--- config.mk ---
export PLATFORM = sky130hd
export DESIGN_NAME = bus_fabric_flat
export DESIGN_NICKNAME = d
export VERILOG_FILES = /design/src/rtl/bus_fabric_if.sv /design/src/rtl/bus_fabric.sv /design/src/flat_wrapper.sv
export SDC_FILE = /design/constraint.sdc
export NUM_CORES = 1
export LEC_CHECK = 0
export ABC_AREA = 1
export CAP_MARGIN = 20
export CORE_MARGIN = 10
export CORE_UTILIZATION = 29
export CTS_CLUSTER_SIZE = 8
export DETAILED_ROUTE_END_ITERATION = 10
export GPL_TIMING_DRIVEN = 0
export PLACE_DENSITY_LB_ADDON = 0.15
export SLEW_MARGIN = 20
export SYNTH_ARGS = -nofsm -noshare
export SYNTH_HDL_FRONTEND = slang
export SYNTH_SLANG_ARGS = --single-unit
--- constraint.sdc ---
create_clock -name clk -period 6.2 [get_ports clk]
set_clock_uncertainty 0.05 [all_clocks]
set_input_delay 1.24 -clock clk [delete_from_list [all_inputs] [get_ports clk]]
set_output_delay 1.24 -clock clk [all_outputs]
set_load 0.02 [all_outputs]
--- src/rtl/bus_fabric_if.sv ---
// Lane request/return and target enable/data bundle for bus_fabric.
// slave is the fabric's view; master is the CPU-plus-targets view.
interface bus_fabric_if #(
   parameter int ADDRBITS = 15,
   parameter int NREGIONS = 3
);
   logic [ADDRBITS-1:0]   read_addr_even;
   logic [ADDRBITS-1:0]   read_addr_odd;
   logic                  read_en_even;
   logic                  read_en_odd;
   logic [ADDRBITS-1:0]   write_addr_even;
   logic [ADDRBITS-1:0]   write_addr_odd;
   logic                  write_en_even;
   logic                  write_en_odd;
   logic                  stall;
   logic [7:0]            read_data_even;
   logic [7:0]            read_data_odd;
   logic                  read_valid_even;
   logic                  read_valid_odd;
   logic [NREGIONS-1:0]   tgt_read_en_even;
   logic [NREGIONS-1:0]   tgt_read_en_odd;
   logic [NREGIONS-1:0]   tgt_write_en_even;
   logic [NREGIONS-1:0]   tgt_write_en_odd;
   logic [NREGIONS*8-1:0] tgt_read_data_even;
   logic [NREGIONS*8-1:0] tgt_read_data_odd;
   logic                  bus_err;
   logic [ADDRBITS-1:0]   err_addr;

   modport slave (
      input  read_addr_even, read_addr_odd, read_en_even, read_en_odd,
      input  write_addr_even, write_addr_odd, write_en_even, write_en_odd,
      input  tgt_read_data_even, tgt_read_data_odd,
      output stall, read_data_even, read_data_odd, read_valid_even, read_valid_odd,
      output tgt_read_en_even, tgt_read_en_odd, tgt_write_en_even, tgt_write_en_odd,
      output bus_err, err_addr
   );

   modport master (
      output read_addr_even, read_addr_odd, read_en_even, read_en_odd,
      output write_addr_even, write_addr_odd, write_en_even, write_en_odd,
      output tgt_read_data_even, tgt_read_data_odd,
      input  stall, read_data_even, read_data_odd, read_valid_even, read_valid_odd,
      input  tgt_read_en_even, tgt_read_en_odd, tgt_write_en_even, tgt_write_en_odd,
      input  bus_err, err_addr
   );
endinterface

--- src/rtl/bus_fabric.sv ---
// Address decode, wait-state stall and read-return routing for the even/odd CPU lanes.
// Define BUS_FABRIC_ERRTRAP_EN to trap accesses below the first region base.
module bus_fabric #(
   parameter int                           ADDRBITS   = 15,
   parameter int                           NREGIONS   = 3,
   parameter logic [NREGIONS*ADDRBITS-1:0] REGIONBASE = {15'h4000, 15'h1000, 15'h0000},
   parameter logic [NREGIONS*4-1:0]        WAITSTATES = {4'd1, 4'd0, 4'd2}
) (
   input  logic        clk,
   input  logic        power_on_reset_n,
   bus_fabric_if.slave bus
);
   localparam int SELW = (NREGIONS > 1) ? $clog2(NREGIONS) : 1;

   // Access slots: 0 even read, 1 odd read, 2 even write, 3 odd write (also error priority order)
   logic [ADDRBITS-1:0] acc_addr   [4];
   logic [3:0]          acc_en;
   logic [SELW-1:0]     acc_sel    [4];
   logic [NREGIONS-1:0] acc_onehot [4];
   logic [3:0]          acc_mapped;
   logic [3:0]          w;
   logic [3:0]          cnt;
   logic [3:0]          cnt_next;
   logic                stall;
   logic                issue;
   logic [SELW-1:0]     sel_q_even;
   logic [SELW-1:0]     sel_q_odd;
   logic                valid_q_even;
   logic                valid_q_odd;
   logic                unm_q_even;
   logic                unm_q_odd;

   function automatic logic [SELW-1:0] region_of(input logic [ADDRBITS-1:0] addr);
      logic [SELW-1:0] idx;
      idx = '0;
      for (int i = 1; i < NREGIONS; i++) begin
         if (addr >= REGIONBASE[i*ADDRBITS +: ADDRBITS])
            idx = SELW'(i);
      end
      return idx;
   endfunction

   function automatic logic [3:0] region_wait(input logic [SELW-1:0] sel);
      return WAITSTATES[int'(sel)*4 +: 4];
   endfunction

   assign acc_addr[0] = bus.read_addr_even;
   assign acc_addr[1] = bus.read_addr_odd;
   assign acc_addr[2] = bus.write_addr_even;
   assign acc_addr[3] = bus.write_addr_odd;
   assign acc_en      = {bus.write_en_odd, bus.write_en_even, bus.read_en_odd, bus.read_en_even};

   // Decode every slot and take the worst-case wait over the active ones
   always_comb begin
      w = '0;
      for (int k = 0; k < 4; k++) begin
         acc_sel[k]    = region_of(acc_addr[k]);
         acc_onehot[k] = NREGIONS'(1) << acc_sel[k];
`ifdef BUS_FABRIC_ERRTRAP_EN
         acc_mapped[k] = (acc_addr[k] >= REGIONBASE[0 +: ADDRBITS]);
`else
         acc_mapped[k] = 1'b1;
`endif
         if (acc_en[k] && acc_mapped[k] && (region_wait(acc_sel[k]) > w))
            w = region_wait(acc_sel[k]);
      end
   end

   // Stall counter: loads w on a stalled request, issues on the cycle it reaches 1.
   // Reset also masks the combinational outputs so a held request cannot leak out.
   always_comb begin
      cnt_next = cnt;
      stall    = 1'b0;
      issue    = 1'b0;
      if (cnt == 4'd0) begin
         if (w == 4'd0) begin
            issue = 1'b1;
         end else begin
            stall    = 1'b1;
            cnt_next = w;
         end
      end else if (cnt == 4'd1) begin
         issue    = 1'b1;
         cnt_next = 4'd0;
      end else begin
         stall    = 1'b1;
         cnt_next = cnt - 4'd1;
      end
      if (!power_on_reset_n) begin
         stall = 1'b0;
         issue = 1'b0;
      end
   end

   assign bus.stall             = stall;
   assign bus.tgt_read_en_even  = (issue && acc_en[0] && acc_mapped[0]) ? acc_onehot[0] : '0;
   assign bus.tgt_read_en_odd   = (issue && acc_en[1] && acc_mapped[1]) ? acc_onehot[1] : '0;
   assign bus.tgt_write_en_even = (issue && acc_en[2] && acc_mapped[2]) ? acc_onehot[2] : '0;
   assign bus.tgt_write_en_odd  = (issue && acc_en[3] && acc_mapped[3]) ? acc_onehot[3] : '0;

   // Counter and per-lane return-routing registers
   always_ff @(posedge clk or negedge power_on_reset_n) begin
      if (!power_on_reset_n) begin
         cnt          <= '0;
         sel_q_even   <= '0;
         sel_q_odd    <= '0;
         valid_q_even <= 1'b0;
         valid_q_odd  <= 1'b0;
         unm_q_even   <= 1'b0;
         unm_q_odd    <= 1'b0;
      end else begin
         cnt          <= cnt_next;
         valid_q_even <= issue && acc_en[0];
         valid_q_odd  <= issue && acc_en[1];
         unm_q_even   <= issue && acc_en[0] && !acc_mapped[0];
         unm_q_odd    <= issue && acc_en[1] && !acc_mapped[1];
         if (issue && acc_en[0])
            sel_q_even <= acc_sel[0];
         if (issue && acc_en[1])
            sel_q_odd <= acc_sel[1];
      end
   end

   // Data is forced to zero outside valid cycles so idle and reset read back clean
   assign bus.read_valid_even = valid_q_even;
   assign bus.read_valid_odd  = valid_q_odd;
   assign bus.read_data_even  = !valid_q_even ? 8'h00 :
                                unm_q_even    ? 8'hff :
                                bus.tgt_read_data_even[int'(sel_q_even)*8 +: 8];
   assign bus.read_data_odd   = !valid_q_odd ? 8'h00 :
                                unm_q_odd    ? 8'hff :
                                bus.tgt_read_data_odd[int'(sel_q_odd)*8 +: 8];

`ifdef BUS_FABRIC_ERRTRAP_EN
   logic                err_any;
   logic [ADDRBITS-1:0] err_pick;
   logic                err_q;
   logic [ADDRBITS-1:0] err_addr_q;

   // Walk from lowest priority upward so the highest-priority unmapped slot wins
   always_comb begin
      err_any  = 1'b0;
      err_pick = '0;
      for (int k = 3; k >= 0; k--) begin
         if (acc_en[k] && !acc_mapped[k]) begin
            err_any  = 1'b1;
            err_pick = acc_addr[k];
         end
      end
   end

   always_ff @(posedge clk or negedge power_on_reset_n) begin
      if (!power_on_reset_n) begin
         err_q      <= 1'b0;
         err_addr_q <= '0;
      end else begin
         err_q <= issue && err_any;
         if (issue && err_any)
            err_addr_q <= err_pick;
      end
   end

   assign bus.bus_err  = err_q;
   assign bus.err_addr = err_addr_q;
`else
   assign bus.bus_err  = 1'b0;
   assign bus.err_addr = '0;
`endif
endmodule
--- src/flat_wrapper.sv ---
// flat-port wrapper written by rule: the top's interface ports become plain ports
module bus_fabric_flat 
#(
   parameter int                           ADDRBITS   = 15,
   parameter int                           NREGIONS   = 3,
   parameter logic [NREGIONS*ADDRBITS-1:0] REGIONBASE = {15'h4000, 15'h1000, 15'h0000},
   parameter logic [NREGIONS*4-1:0]        WAITSTATES = {4'd1, 4'd0, 4'd2}
)
  (clk, power_on_reset_n, bus_read_addr_even, bus_read_addr_odd, bus_read_en_even, bus_read_en_odd, bus_write_addr_even, bus_write_addr_odd, bus_write_en_even, bus_write_en_odd, bus_tgt_read_data_even, bus_tgt_read_data_odd, bus_stall, bus_read_data_even, bus_read_data_odd, bus_read_valid_even, bus_read_valid_odd, bus_tgt_read_en_even, bus_tgt_read_en_odd, bus_tgt_write_en_even, bus_tgt_write_en_odd, bus_bus_err, bus_err_addr);
  bus_fabric_if #(.ADDRBITS(ADDRBITS), .NREGIONS(NREGIONS)) bus_i ();
  input  logic clk;
  input  logic power_on_reset_n;
  input wire logic [$bits(bus_i.read_addr_even)-1:0] bus_read_addr_even;
  input wire logic [$bits(bus_i.read_addr_odd)-1:0] bus_read_addr_odd;
  input wire logic [$bits(bus_i.read_en_even)-1:0] bus_read_en_even;
  input wire logic [$bits(bus_i.read_en_odd)-1:0] bus_read_en_odd;
  input wire logic [$bits(bus_i.write_addr_even)-1:0] bus_write_addr_even;
  input wire logic [$bits(bus_i.write_addr_odd)-1:0] bus_write_addr_odd;
  input wire logic [$bits(bus_i.write_en_even)-1:0] bus_write_en_even;
  input wire logic [$bits(bus_i.write_en_odd)-1:0] bus_write_en_odd;
  input wire logic [$bits(bus_i.tgt_read_data_even)-1:0] bus_tgt_read_data_even;
  input wire logic [$bits(bus_i.tgt_read_data_odd)-1:0] bus_tgt_read_data_odd;
  output wire logic [$bits(bus_i.stall)-1:0] bus_stall;
  output wire logic [$bits(bus_i.read_data_even)-1:0] bus_read_data_even;
  output wire logic [$bits(bus_i.read_data_odd)-1:0] bus_read_data_odd;
  output wire logic [$bits(bus_i.read_valid_even)-1:0] bus_read_valid_even;
  output wire logic [$bits(bus_i.read_valid_odd)-1:0] bus_read_valid_odd;
  output wire logic [$bits(bus_i.tgt_read_en_even)-1:0] bus_tgt_read_en_even;
  output wire logic [$bits(bus_i.tgt_read_en_odd)-1:0] bus_tgt_read_en_odd;
  output wire logic [$bits(bus_i.tgt_write_en_even)-1:0] bus_tgt_write_en_even;
  output wire logic [$bits(bus_i.tgt_write_en_odd)-1:0] bus_tgt_write_en_odd;
  output wire logic [$bits(bus_i.bus_err)-1:0] bus_bus_err;
  output wire logic [$bits(bus_i.err_addr)-1:0] bus_err_addr;
  assign bus_i.read_addr_even = bus_read_addr_even;
  assign bus_i.read_addr_odd = bus_read_addr_odd;
  assign bus_i.read_en_even = bus_read_en_even;
  assign bus_i.read_en_odd = bus_read_en_odd;
  assign bus_i.write_addr_even = bus_write_addr_even;
  assign bus_i.write_addr_odd = bus_write_addr_odd;
  assign bus_i.write_en_even = bus_write_en_even;
  assign bus_i.write_en_odd = bus_write_en_odd;
  assign bus_i.tgt_read_data_even = bus_tgt_read_data_even;
  assign bus_i.tgt_read_data_odd = bus_tgt_read_data_odd;
  assign bus_stall = bus_i.stall;
  assign bus_read_data_even = bus_i.read_data_even;
  assign bus_read_data_odd = bus_i.read_data_odd;
  assign bus_read_valid_even = bus_i.read_valid_even;
  assign bus_read_valid_odd = bus_i.read_valid_odd;
  assign bus_tgt_read_en_even = bus_i.tgt_read_en_even;
  assign bus_tgt_read_en_odd = bus_i.tgt_read_en_odd;
  assign bus_tgt_write_en_even = bus_i.tgt_write_en_even;
  assign bus_tgt_write_en_odd = bus_i.tgt_write_en_odd;
  assign bus_bus_err = bus_i.bus_err;
  assign bus_err_addr = bus_i.err_addr;
  bus_fabric #(.ADDRBITS(ADDRBITS), .NREGIONS(NREGIONS), .REGIONBASE(REGIONBASE), .WAITSTATES(WAITSTATES)) u_core (.clk(clk), .power_on_reset_n(power_on_reset_n), .bus(bus_i));
endmodule
==> metrics.md <==
| Metric | Value |
|---|---|
| Leakage | `about 1.4 nW` |
| Worst skew pair latency | `approximately 0.24 ns` |
| CP endpoint kind | `output pin` |
| Cell count after synthesis | `approximately 250` |
| Fin crit share | `0.981` |
| Tmin final | `6.08 ns` |
| Fin. Hold Viols | `0` |
| Largest buffer count on any clock path | `2` |
| Post-Route WL | `approximately 5800 um` |
| Initial Util | `0.306` |
| DR iter-0 viols | `66` |
| Worst vdd rail ir drop | `~0.093 mV` |
| Yosys warnings | `0` |
| Post-cts hold buffer count | `0` |
| Residual DRC count | `0` |
| CP required | `4.91 ns` |
| Dpl cell area | `between 2000 and 3000 um2` |
| H-tree depth | `1` |
| Critical path arrival | `between 4 and 5 ns` |
| Vias per cell | `4.26` |
| Most frequent cells in the layout | `clkdlybuf4s50_1, nor2_1, inv_1` |
| Crit path kind | `input pin to output pin` |
| Most common cell after layout, fill and taps aside | `clkdlybuf4s50_1` |
| Die ar. | `~8300 um2` |
| DIE HEIGHT | `91.3 um` |
| Largest net degree at the start of global routing | `12` |
| Top-area cell type share of the netlist area | `0.170` |
| All-Layer GR Usage | `0.124` |
| Crit start category | `input pin` |
| Drt wl/cell | `13.0 um` |
| CTS tree | `yes` |
| First-pass GRT wire length | `between 8000 and 9000 um` |
| Syn Area/Cell | `between 5 and 6 um2` |
| Clk sinks | `10` |
| Maxcap violations | `0` |
| Relative slew slack | `0.592` |
| Port bufs | `96` |
| GPL Wtd Cong | `0.744` |
| Status | `complete, no violations` |
| Max frequency | `approximately 160 MHz` |
| Final nets | `about 500` |
| Share of cells above drive strength 1 | `0.251` |
| GR Overflow Total | `0` |
| PwrDens | `between 200 and 250 nW/um2` |
| Finished Cell Area | `2860 um2` |
| Setup Total Neg Slack | `0 ns` |
| CTS buffer count | `3` |
| Clock transition at path regs | `0.05 ns` |
| Synth area leaders | `dfrtp_1, nor2_1, nand2_1, inv_1, buf_4` |
| Site Rows | `25` |
| Synthesized area | `1470 um2` |
| Worst-Margin Slew | `around 0.61 ns` |
| Count of cell types in the netlist | `30` |
| Vias in the first global route | `~1800` |
| CTS root buf | `clkbuf_8` |
| Final setup viols | `0` |
| First-pass iteration count of the detailed router | `4` |
| I/O Pins | `roughly 160` |
| Seq/Total Area, Yosys | `0.170` |
| Worst reg2reg path depth | `14` |
| Tot Pwr | `0.673 mW` |
| Synth area leader | `dfrtp_1` |
| Synthesized flop and latch total | `10` |
| Antenna cells | `0` |
| Core ar. | `just under 5000 um2` |
| Hold path cells | `3` |
| Min Hold Slack | `0.545 ns` |
| Count of pins over their slew limit | `0` |
| Hold Crit Class | `flip-flop to flip-flop` |
| Detailed Place HPWL | `approximately 4500 um` |
| Vias | `approximately 1900` |
| Synthesis-to-layout area growth | `94.0%` |
| CP max FO | `5` |
| Number of fill cells | `between 400 and 500` |
| Final ANT Viol Nets | `0` |
| Initial antenna violation count | `0` |
| Die Width | `91.3 um` |
==> routing by layer <==
metal | wire [um] | GRT usage
met1 | 2560 | 0.145
met2 | 2770 | 0.213
met5 | 0 | 0
met4 | 53 | 0.0248
met3 | 369 | 0.0436
==> cell type report <==
type / instances / area (um2) / area share
multi-input combinational: 192 / 1160 / 0.408
timing repair buffer: 108 / 1010 / 0.353
sequential: 10 / 250 / 0.0876
inverter: 39 / 149 / 0.0521
buffer: 21 / 144 / 0.0504
tap: 67 / 83.8 / 0.0293
clock buffer: 4 / 55.1 / 0.0193
==> where the power goes <==
part           internal (mW)  switching, mW  leakage (nW)
clock network         0.0558         0.0252        0.0288
logic                  0.204          0.278          1.24
registers             0.0929         0.0179         0.127
total                  0.352          0.321          1.40
==> Yosys cell counts (all sizes together) <==
cell / instances
inv: 38
buf: 21
nor3: 3
xnor2: 1
nand3: 14
clkinv: 1
a21oi: 21
dfrtp: 10
nor2: 54
conb: 1
o21bai: 1
a31oi: 1
nand2: 44
o21ai: 19
and2: 2
ha: 9
o22ai: 1
xor2: 1
or2: 1
nand4: 3
==> critical path: stages <==
cell             delay (ns)
clkdlybuf4s50_1        0.45
nor2_1                 0.04
nand2_1                0.10
inv_2                  0.06
ha_4                   0.29
nand2_2                0.06
nand2_2                0.08
nand2_2                0.07
nand2_2                0.10
nand2_2                0.07
ha_4                   0.28
inv_1                  0.06
o21bai_4               0.15
nand3_1                0.13
and2_4                 0.18
ha_4                   0.27
inv_2                  0.03
nor2_2                 0.09
o21ai_2                0.09
or2_1                  0.26
nand2_2                0.11
nand2_8                0.08
nand2_8                0.09
nand3_4                0.09
nor2_1                 0.14
buf_4                  0.16
==> through the flow <==
step	cells	util	setup slack [ns]
2_1_floorplan	261	-	0.564
3_3_place_gp	424	0.534	-0.677
3_5_place_dp	424	0.534	-0.784
4_1_cts	433	0.552	0.00101
5_1_grt	441	0.593	-0.105
6_report	441	0.593	0.116
==> logic make-up (layout without fill, tap and decap cells) <==
group,count (synthesis),after routing,synth area share
XOR/XNOR,2,2,0.0119
flip-flops,10,10,0.170
AND/OR/NAND/NOR,121,122,0.389
buffers and inverters,60,172,0.198
AO/OA/AOI/OAI,43,43,0.152
other,1,16,0.00255
adder cells (fa/ha/maj),9,9,0.0765
==> registers in the layout, indices dropped and copies added (netlist names) <==
register	flops
u_core.sel_q_odd	2
u_core.cnt	4
u_core.bus.read_valid_odd	1
u_core.sel_q_even	2
u_core.bus.read_valid_even	1
==> path summary, 6_finish.rpt <==
| kind | from | end | slack [ns] |
|---|---|---|---|
| worst max-delay path | bus_read_addr_odd[13] | bus_tgt_write_en_odd[1] | 0.12 |
| worst min-delay path | u_core.cnt[1]$_DFFE_PN0P_ | u_core.cnt[3]$_DFFE_PN0P_ | 0.55 |
| worst max register to register | u_core.cnt[0]$_DFFE_PN0P_ | u_core.sel_q_even[0]$_DFFE_PN0P_ | 4.15 |
| worst min register to register | u_core.cnt[1]$_DFFE_PN0P_ | u_core.cnt[3]$_DFFE_PN0P_ | 0.55 |
| max in group asynchronous | power_on_reset_n | u_core.sel_q_odd[0]$_DFFE_PN0P_ | 4.49 |
| min in group asynchronous | power_on_reset_n | u_core.cnt[2]$_DFFE_PN0P_ | 1.28 |
==> timing repair <==
action | 4_1_cts | 5_1_grt
pin swaps | 8 | 23
cloned | 1 | 0
setup endpoints to repair | 13 | 13
setup buffers | 4 | 8
gates resized for setup | 65 | 33
(Power assumes the default switching activity.)
==> edit 1 (config.mk and constraints unchanged) <==
`ADDRBITS` is set to 15 in 3 places; all go to 17.
--- a/src/rtl/bus_fabric_if.sv
+++ b/src/rtl/bus_fabric_if.sv
@@ -1,7 +1,7 @@
 // Lane request/return and target enable/data bundle for bus_fabric.
 // slave is the fabric's view; master is the CPU-plus-targets view.
 interface bus_fabric_if #(
-   parameter int ADDRBITS = 15,
+   parameter int ADDRBITS = 17,
    parameter int NREGIONS = 3
 );
    logic [ADDRBITS-1:0]   read_addr_even;
--- a/src/rtl/bus_fabric.sv
+++ b/src/rtl/bus_fabric.sv
@@ -1,7 +1,7 @@
 // Address decode, wait-state stall and read-return routing for the even/odd CPU lanes.
 // Define BUS_FABRIC_ERRTRAP_EN to trap accesses below the first region base.
 module bus_fabric #(
-   parameter int                           ADDRBITS   = 15,
+   parameter int                           ADDRBITS   = 17,
    parameter int                           NREGIONS   = 3,
    parameter logic [NREGIONS*ADDRBITS-1:0] REGIONBASE = {15'h4000, 15'h1000, 15'h0000},
    parameter logic [NREGIONS*4-1:0]        WAITSTATES = {4'd1, 4'd0, 4'd2}
--- a/src/flat_wrapper.sv
+++ b/src/flat_wrapper.sv
@@ -1,7 +1,7 @@
 // flat-port wrapper written by rule: the top's interface ports become plain ports
 module bus_fabric_flat 
 #(
-   parameter int                           ADDRBITS   = 15,
+   parameter int                           ADDRBITS   = 17,
    parameter int                           NREGIONS   = 3,
    parameter logic [NREGIONS*ADDRBITS-1:0] REGIONBASE = {15'h4000, 15'h1000, 15'h0000},
    parameter logic [NREGIONS*4-1:0]        WAITSTATES = {4'd1, 4'd0, 4'd2}
Interface: changed (5 resized); port bits go from 161 to 171. The function was not compared with the original's and may differ.
==> edit 1 against the original RTL <==
Synthesized area is 14% lower. Worst hold slack got worse by 0.089 ns. Final cell count decreased by 4.8%. Sequential share of layout area shrank 1.8 points. Total power down 27%. Setup slack got worse by 0.075 ns. Sequential cell count decreased by 2. Routed wire length barely moved. Global-route usage grew 1.2 points. Cell area is 1.0% higher. Via count shrank 5.7%. Core utilization increased by 11 points.
==> edit 1: results (changes against the original RTL) <==
run_status:
  status: "finished, final reports clean"  # unchanged
global_routing:
  antenna_found_initial: 0  # unchanged
  grt_pass1_wl_mm: 8.36  # was 8.78 mm
  met3_usage: 0.0360  # was 0.0436
  met1_usage: 0.153  # was 0.145
  use_met2: 0.243  # was 0.213
  grt_max_degree: 15  # was 12
  track_usage: 0.135  # was 0.124
power:
  ir_drop_uv: 129  # was 93.3 uV
  static-leakage-power_nw: 1.51  # was 1.40 nW
critical_path:
  slowest_stage: "ha_1"  # was clkdlybuf4s50_1
  startpoint: "bus_read_addr_even[14]"  # was bus_read_addr_odd[13]
  reg2reg_from: "u_core.cnt[0]"  # unchanged
  critPathMaxFanout: 5  # unchanged
  cp_data_arrival_time_ns: 4.87  # was 4.79 ns
  critPathMaxStageDelay_ns: 0.26  # was 0.45 ns
  reg2reg_depth: 10  # was 14
logic_synthesis:
  synth_area_leaders: "dfrtp_1, nor2_1, buf_4"  # was dfrtp_1, nor2_1, nand2_1
  yosysWarnings: 0  # unchanged
  yosysSeqAreaShare: 0.159  # was 0.170
  synth.distinct_cells: 24  # was 30
  syn_area_per_cell_um2: 6.12  # was 5.99 um2
  synth-main-ff-cell: "dfrtp_1"  # unchanged
  synth_commonest_cells: "nor2_1, inv_1, nand2_1"  # was nor2_1, nand2_1, inv_1
  synth_most_common_cell: "nor2_1"  # unchanged
  async_reset_ff_frac: 1.00  # unchanged
worst_hold_path:
  hold_path_class: "reg2reg"  # unchanged
  worstHoldStart: "u_core.cnt[1]"  # unchanged
  hold_path_depth: 1  # was 3
cells_and_area:
  drive_gt1_frac: 0.357  # was 0.251
  regMostFlops: "u_core.cnt"  # unchanged
  n_fill_cell: 328  # was 455
  n_antenna_cell: 0  # unchanged
  layout.nets: 503  # was 498
  largest_register_ffs: 4  # unchanged
timing:
  hold_viol_final: 0  # unchanged
  worstMarginPinSlew_ns: 0.730  # was 0.612 ns
route:
  dr.pass1.iters: 4  # unchanged
  routedWlPerCell_um: 13.7  # was 13.0 um
  drt_iter0_drc: 81  # was 66
  via_per_inst: 4.22  # was 4.26
  vias: 1771  # was 1,879
clocking:
  cts_made_buffers: 3  # unchanged
  clockBufferDepth: 2  # unchanged
  cts_root_buffer: "clkbuf_8"  # unchanged
  clk_latency_ns: 0.22  # was 0.24 ns
  htree_num_levels: 1  # unchanged
  clkTransAtPathRegs_ns: 0.04
placed_design:
  io_buffers: 92  # was 96
  gp_congestion: 0.724  # was 0.744
  dp_cells: 369  # was 424
  hpwl_mm: 3.81  # was 4.51 mm
-- edit 1: cell types whose count changed in the layout (fill, tap and decap cells not counted), sizes merged, moves of 4 or more --
cell and delta:
buf +34, nand3 -4, inv -7, a21oi -17, dlymetal6s2s +5, dlygate4sd2 +4, nand2 -10, conb +6
clkdlybuf4s50 -11
-- edit 1: cells by family after synthesis --
family	Yosys count	synth area share
compound gates	24	0.111
xor+xnor	2	0.0139
fa+ha+maj	9	0.0894
buf+inv	56	0.233
flops	8	0.159
other cells	1	0.00298
simple gates	106	0.390
-- edit 1: layout make-up --
class                           instances  area, um2  share of cell area
Sequential cell                         8        200              0.0694
Multi-Input combinational cell        163        996               0.345
Tap cell                               50       62.6              0.0217
Buffer                                 24        174              0.0603
Timing Repair Buffer                  140       1290               0.448
Clock buffer                            3       41.3              0.0143
Inverter                               32        120              0.0416
-- edit 1: stage by stage --
step / hold slack, ns / TNS [ns] / setup WS, ns / utilization / instance area, um2
6_report: 0.456 / 0 / 0.0410 / 0.701 / 2890
5_1_grt: 0.473 / -0.581 / -0.114 / 0.701 / 2890
4_1_cts: 0.451 / 0 / 0.000754 / 0.666 / 2740
3_5_place_dp: 0.433 / -6.92 / -0.813 / 0.564 / 2320
3_3_place_gp: 0.448 / -6.55 / -0.775 / 0.564 / 2320
2_1_floorplan: 0.416 / 0 / 0.443 / - / 1340
-- edit 1: layer usage --
layer,vias to the layer above,wire length [um]
li1,921,-
met1,767,2350
met2,77,2870
met3,6,473
met4,0,61
met5,-,0
-- edit 1: path summary, 6_finish.rpt --
path,endpoint,slack [ns]
worst max register to register,u_core.sel_q_even[1],4.28
worst max-delay path,bus_tgt_read_en_odd[0],0.04
worst min-delay path,u_core.cnt[1],0.46
min in group asynchronous,u_core.cnt[2],1.41
worst min register to register,u_core.cnt[1],0.46
max in group asynchronous,u_core.sel_q_even[1],4.23
-- edit 1: repair_timing --
action,in CTS,in global routing
hold buffers,0,0
pin swaps,30,35
hold endpoints to repair,0,0
buffers inserted,46,5
setup endpoints to repair,9,9
gates resized for setup,61,42
-- edit 1: power by group --
| group | switching [mW] | leakage, nW | total, mW | internal (mW) |
|---|---|---|---|---|
| combinational | 0.178 | 1.39 | 0.343 | 0.164 |
| clock | 0.0196 | 0.0216 | 0.0616 | 0.0420 |
| sequential | 0.0147 | 0.101 | 0.0891 | 0.0744 |
-- edit 1: worst max-delay path, delay by kind of cell --
kind / cells / cell delay (ns)
compound gates: 4 / 0.70
simple gates: 17 / 1.53
fa+ha+maj: 3 / 0.68
buf+inv: 6 / 0.70
==> edit 2 (same flow settings) <==
Without the edit above. Build with the macro `BUS_FABRIC_ERRTRAP_EN` defined.
--- a/src/rtl/bus_fabric.sv
+++ b/src/rtl/bus_fabric.sv
@@ -1,5 +1,7 @@
 // Address decode, wait-state stall and read-return routing for the even/odd CPU lanes.
 // Define BUS_FABRIC_ERRTRAP_EN to trap accesses below the first region base.
+`define BUS_FABRIC_ERRTRAP_EN
+
 module bus_fabric #(
    parameter int                           ADDRBITS   = 15,
    parameter int                           NREGIONS   = 3,
Behaviour: no difference found for any inputs over 10 cycles, from zero or initial values and one cycle with power_on_reset_n low; that may be too few to reach the edited logic, so the function may still have changed.
==> edit 2 against the original RTL <==
Synthesized area shrank 3.4%. Fmax grew 1.0%. Setup slack gained 0.062 ns. Sequential cell count is the same. Total power grew 0.11%. Routed wire length shrank 2.2%. Non-clock buffer count shrank 3. Cell area shrank 0.83%.
==> edit 2: results (changes against the original RTL) <==
cells_and_area:
  drive_gt1_frac: 0.240  # was 0.251
  n_fill_cell: 471  # was 455
  final_cells: 438  # was 441
  reg_top3: "u_core.cnt (4), u_core.sel_q_even (2), u_core.sel_q_odd (2)"  # unchanged
  layout.nets: 494  # was 498
logic_synthesis:
  yosysSeqAreaShare: 0.176  # was 0.170
  syn_area_per_cell_um2: 5.76  # was 5.99 um2
  synth.distinct_cells: 23  # was 30
  synth-main-ff-cell: "dfrtp_1"  # unchanged
  synth_commonest_cells: "nor2_1, nand2_1, inv_1"  # unchanged
  synth_area_leaders: "dfrtp_1, nor2_1, nand2_1"  # unchanged
  synth_edf_count: 0  # unchanged
worst_hold_path:
  hold_path_class: "reg2reg"  # unchanged
clocking:
  clkTransAtPathRegs_ns: 0.05  # about the same
  cts_root_buffer: "clkbuf_8"  # unchanged
  htree_num_levels: 1  # unchanged
  cts_made_buffers: 3  # unchanged
global_routing:
  grt_max_degree: 12  # unchanged
  first_global_vias: 1767  # was 1,833
  track_usage: 0.124  # about the same
  grt_pass1_wl_mm: 8.75  # was 8.78 mm
route:
  vias: 1869  # was 1,879
  drt_iter0_drc: 51  # was 66
  dr.pass1.iters: 4  # unchanged
  routed_wirelength_mm: 5.62  # was 5.75 mm
power:
  static-leakage-power_nw: 1.40  # about the same
  ir_drop_uv: 103  # was 93.3 uV
  p_sw_uw: 315  # was 321 uW
placed_design:
  dp_cells: 425  # was 424
  dp_slack_ns: -0.573  # was -0.784 ns
  hpwl_mm: 4.42  # was 4.51 mm
  gp_congestion: 0.798  # was 0.744
critical_path:
  critPathMaxStageDelay_ns: 0.26  # was 0.45 ns
  critPathMaxFanout: 6  # was 5
  cp_data_arrival_time_ns: 4.73  # was 4.79 ns
  slowest_stage: "ha_4"  # was clkdlybuf4s50_1
run_status:
  status: "finished, final reports clean"  # unchanged
timing:
  worstMarginPinSlew_ns: 0.570  # was 0.612 ns
[edit 2: cell count changes after synthesis, moves of 3 or more]
| cell | before | now |
|---|---|---|
| nand2_2 | 3 | 0 |
| inv_1 | 36 | 42 |
| nand3_1 | 6 | 10 |
| nand2_1 | 39 | 47 |
[edit 2: cell families after synthesis]
logic type / Yosys count / share of synthesized area
flip-flops: 10 / 0.176
other: 1 / 0.00264
adder cells (fa/ha/maj): 8 / 0.0704
XOR/XNOR: 2 / 0.0123
buffers and inverters: 63 / 0.211
AO/OA/AOI/OAI: 38 / 0.141
AND/OR/NAND/NOR: 125 / 0.387
[edit 2: stage by stage]
stage | area, um2 | total power [mW]
after floorplan | 1480 | 0.399
after global placement | 2520 | 0.546
after detailed placement | 2520 | 0.548
after CTS | 2600 | 0.647
after global routing | 2830 | 0.744
final | 2830 | 0.674
[edit 2: area by class of cell]
class,count,area share
buffer,21,0.0504
clock buffer,4,0.0194
inverter,42,0.0557
multi-input combinational,189,0.398
sequential,10,0.0883
tap,67,0.0296
timing repair buffer,105,0.359
[edit 2: power by group through the flow]
| stage | clock network [mW] | registers, mW | logic [mW] |
|---|---|---|---|
| floorplan | 0 | 0.108 | 0.291 |
| global placement | 0 | 0.107 | 0.438 |
| detailed placement | 0 | 0.109 | 0.439 |
| CTS | 0.0824 | 0.108 | 0.456 |
| global route | 0.0856 | 0.111 | 0.547 |
| finish | 0.0805 | 0.108 | 0.485 |
[edit 2: worst min-delay path, cell delays in order (launching register included)]
cell and delay, ns:
dfrtp_1 0.35, xnor2_1 0.13, nor3_1 0.04
[edit 2: layer usage]
metal,up-vias,share of wire,track usage
met5,-,0,0
met1,815,0.45,0.155
met3,2,0.054,0.0233
met2,68,0.50,0.214
li1,984,-,-
met4,0,0.0037,0.0318
[edit 2: final timing paths]
| check | endpoint | cells after the start | from | slack, ns |
|---|---|---|---|---|
| hold / removal | u_core.cnt[3] | 2 | u_core.cnt[3] | 0.51 |
| min in group asynchronous | u_core.cnt[0] | 1 | power_on_reset_n | 1.27 |
| setup / recovery | bus_tgt_write_en_odd[1] | 29 | bus_read_addr_even[14] | 0.18 |
| setup reg to reg | u_core.sel_q_even[1] | 11 | u_core.cnt[0] | 4.30 |
| max in group asynchronous | u_core.sel_q_even[1] | 1 | power_on_reset_n | 4.52 |
| hold reg to reg | u_core.cnt[3] | 2 | u_core.cnt[3] | 0.51 |
[edit 2: what timing repair did]
| item | in CTS | in global routing |
|---|---|---|
| hold buffers | 0 | 0 |
| setup endpoints to repair | 13 | 13 |
| pin swaps | 4 | 24 |
| setup buffers | 3 | 6 |
| gates resized for setup | 61 | 51 |
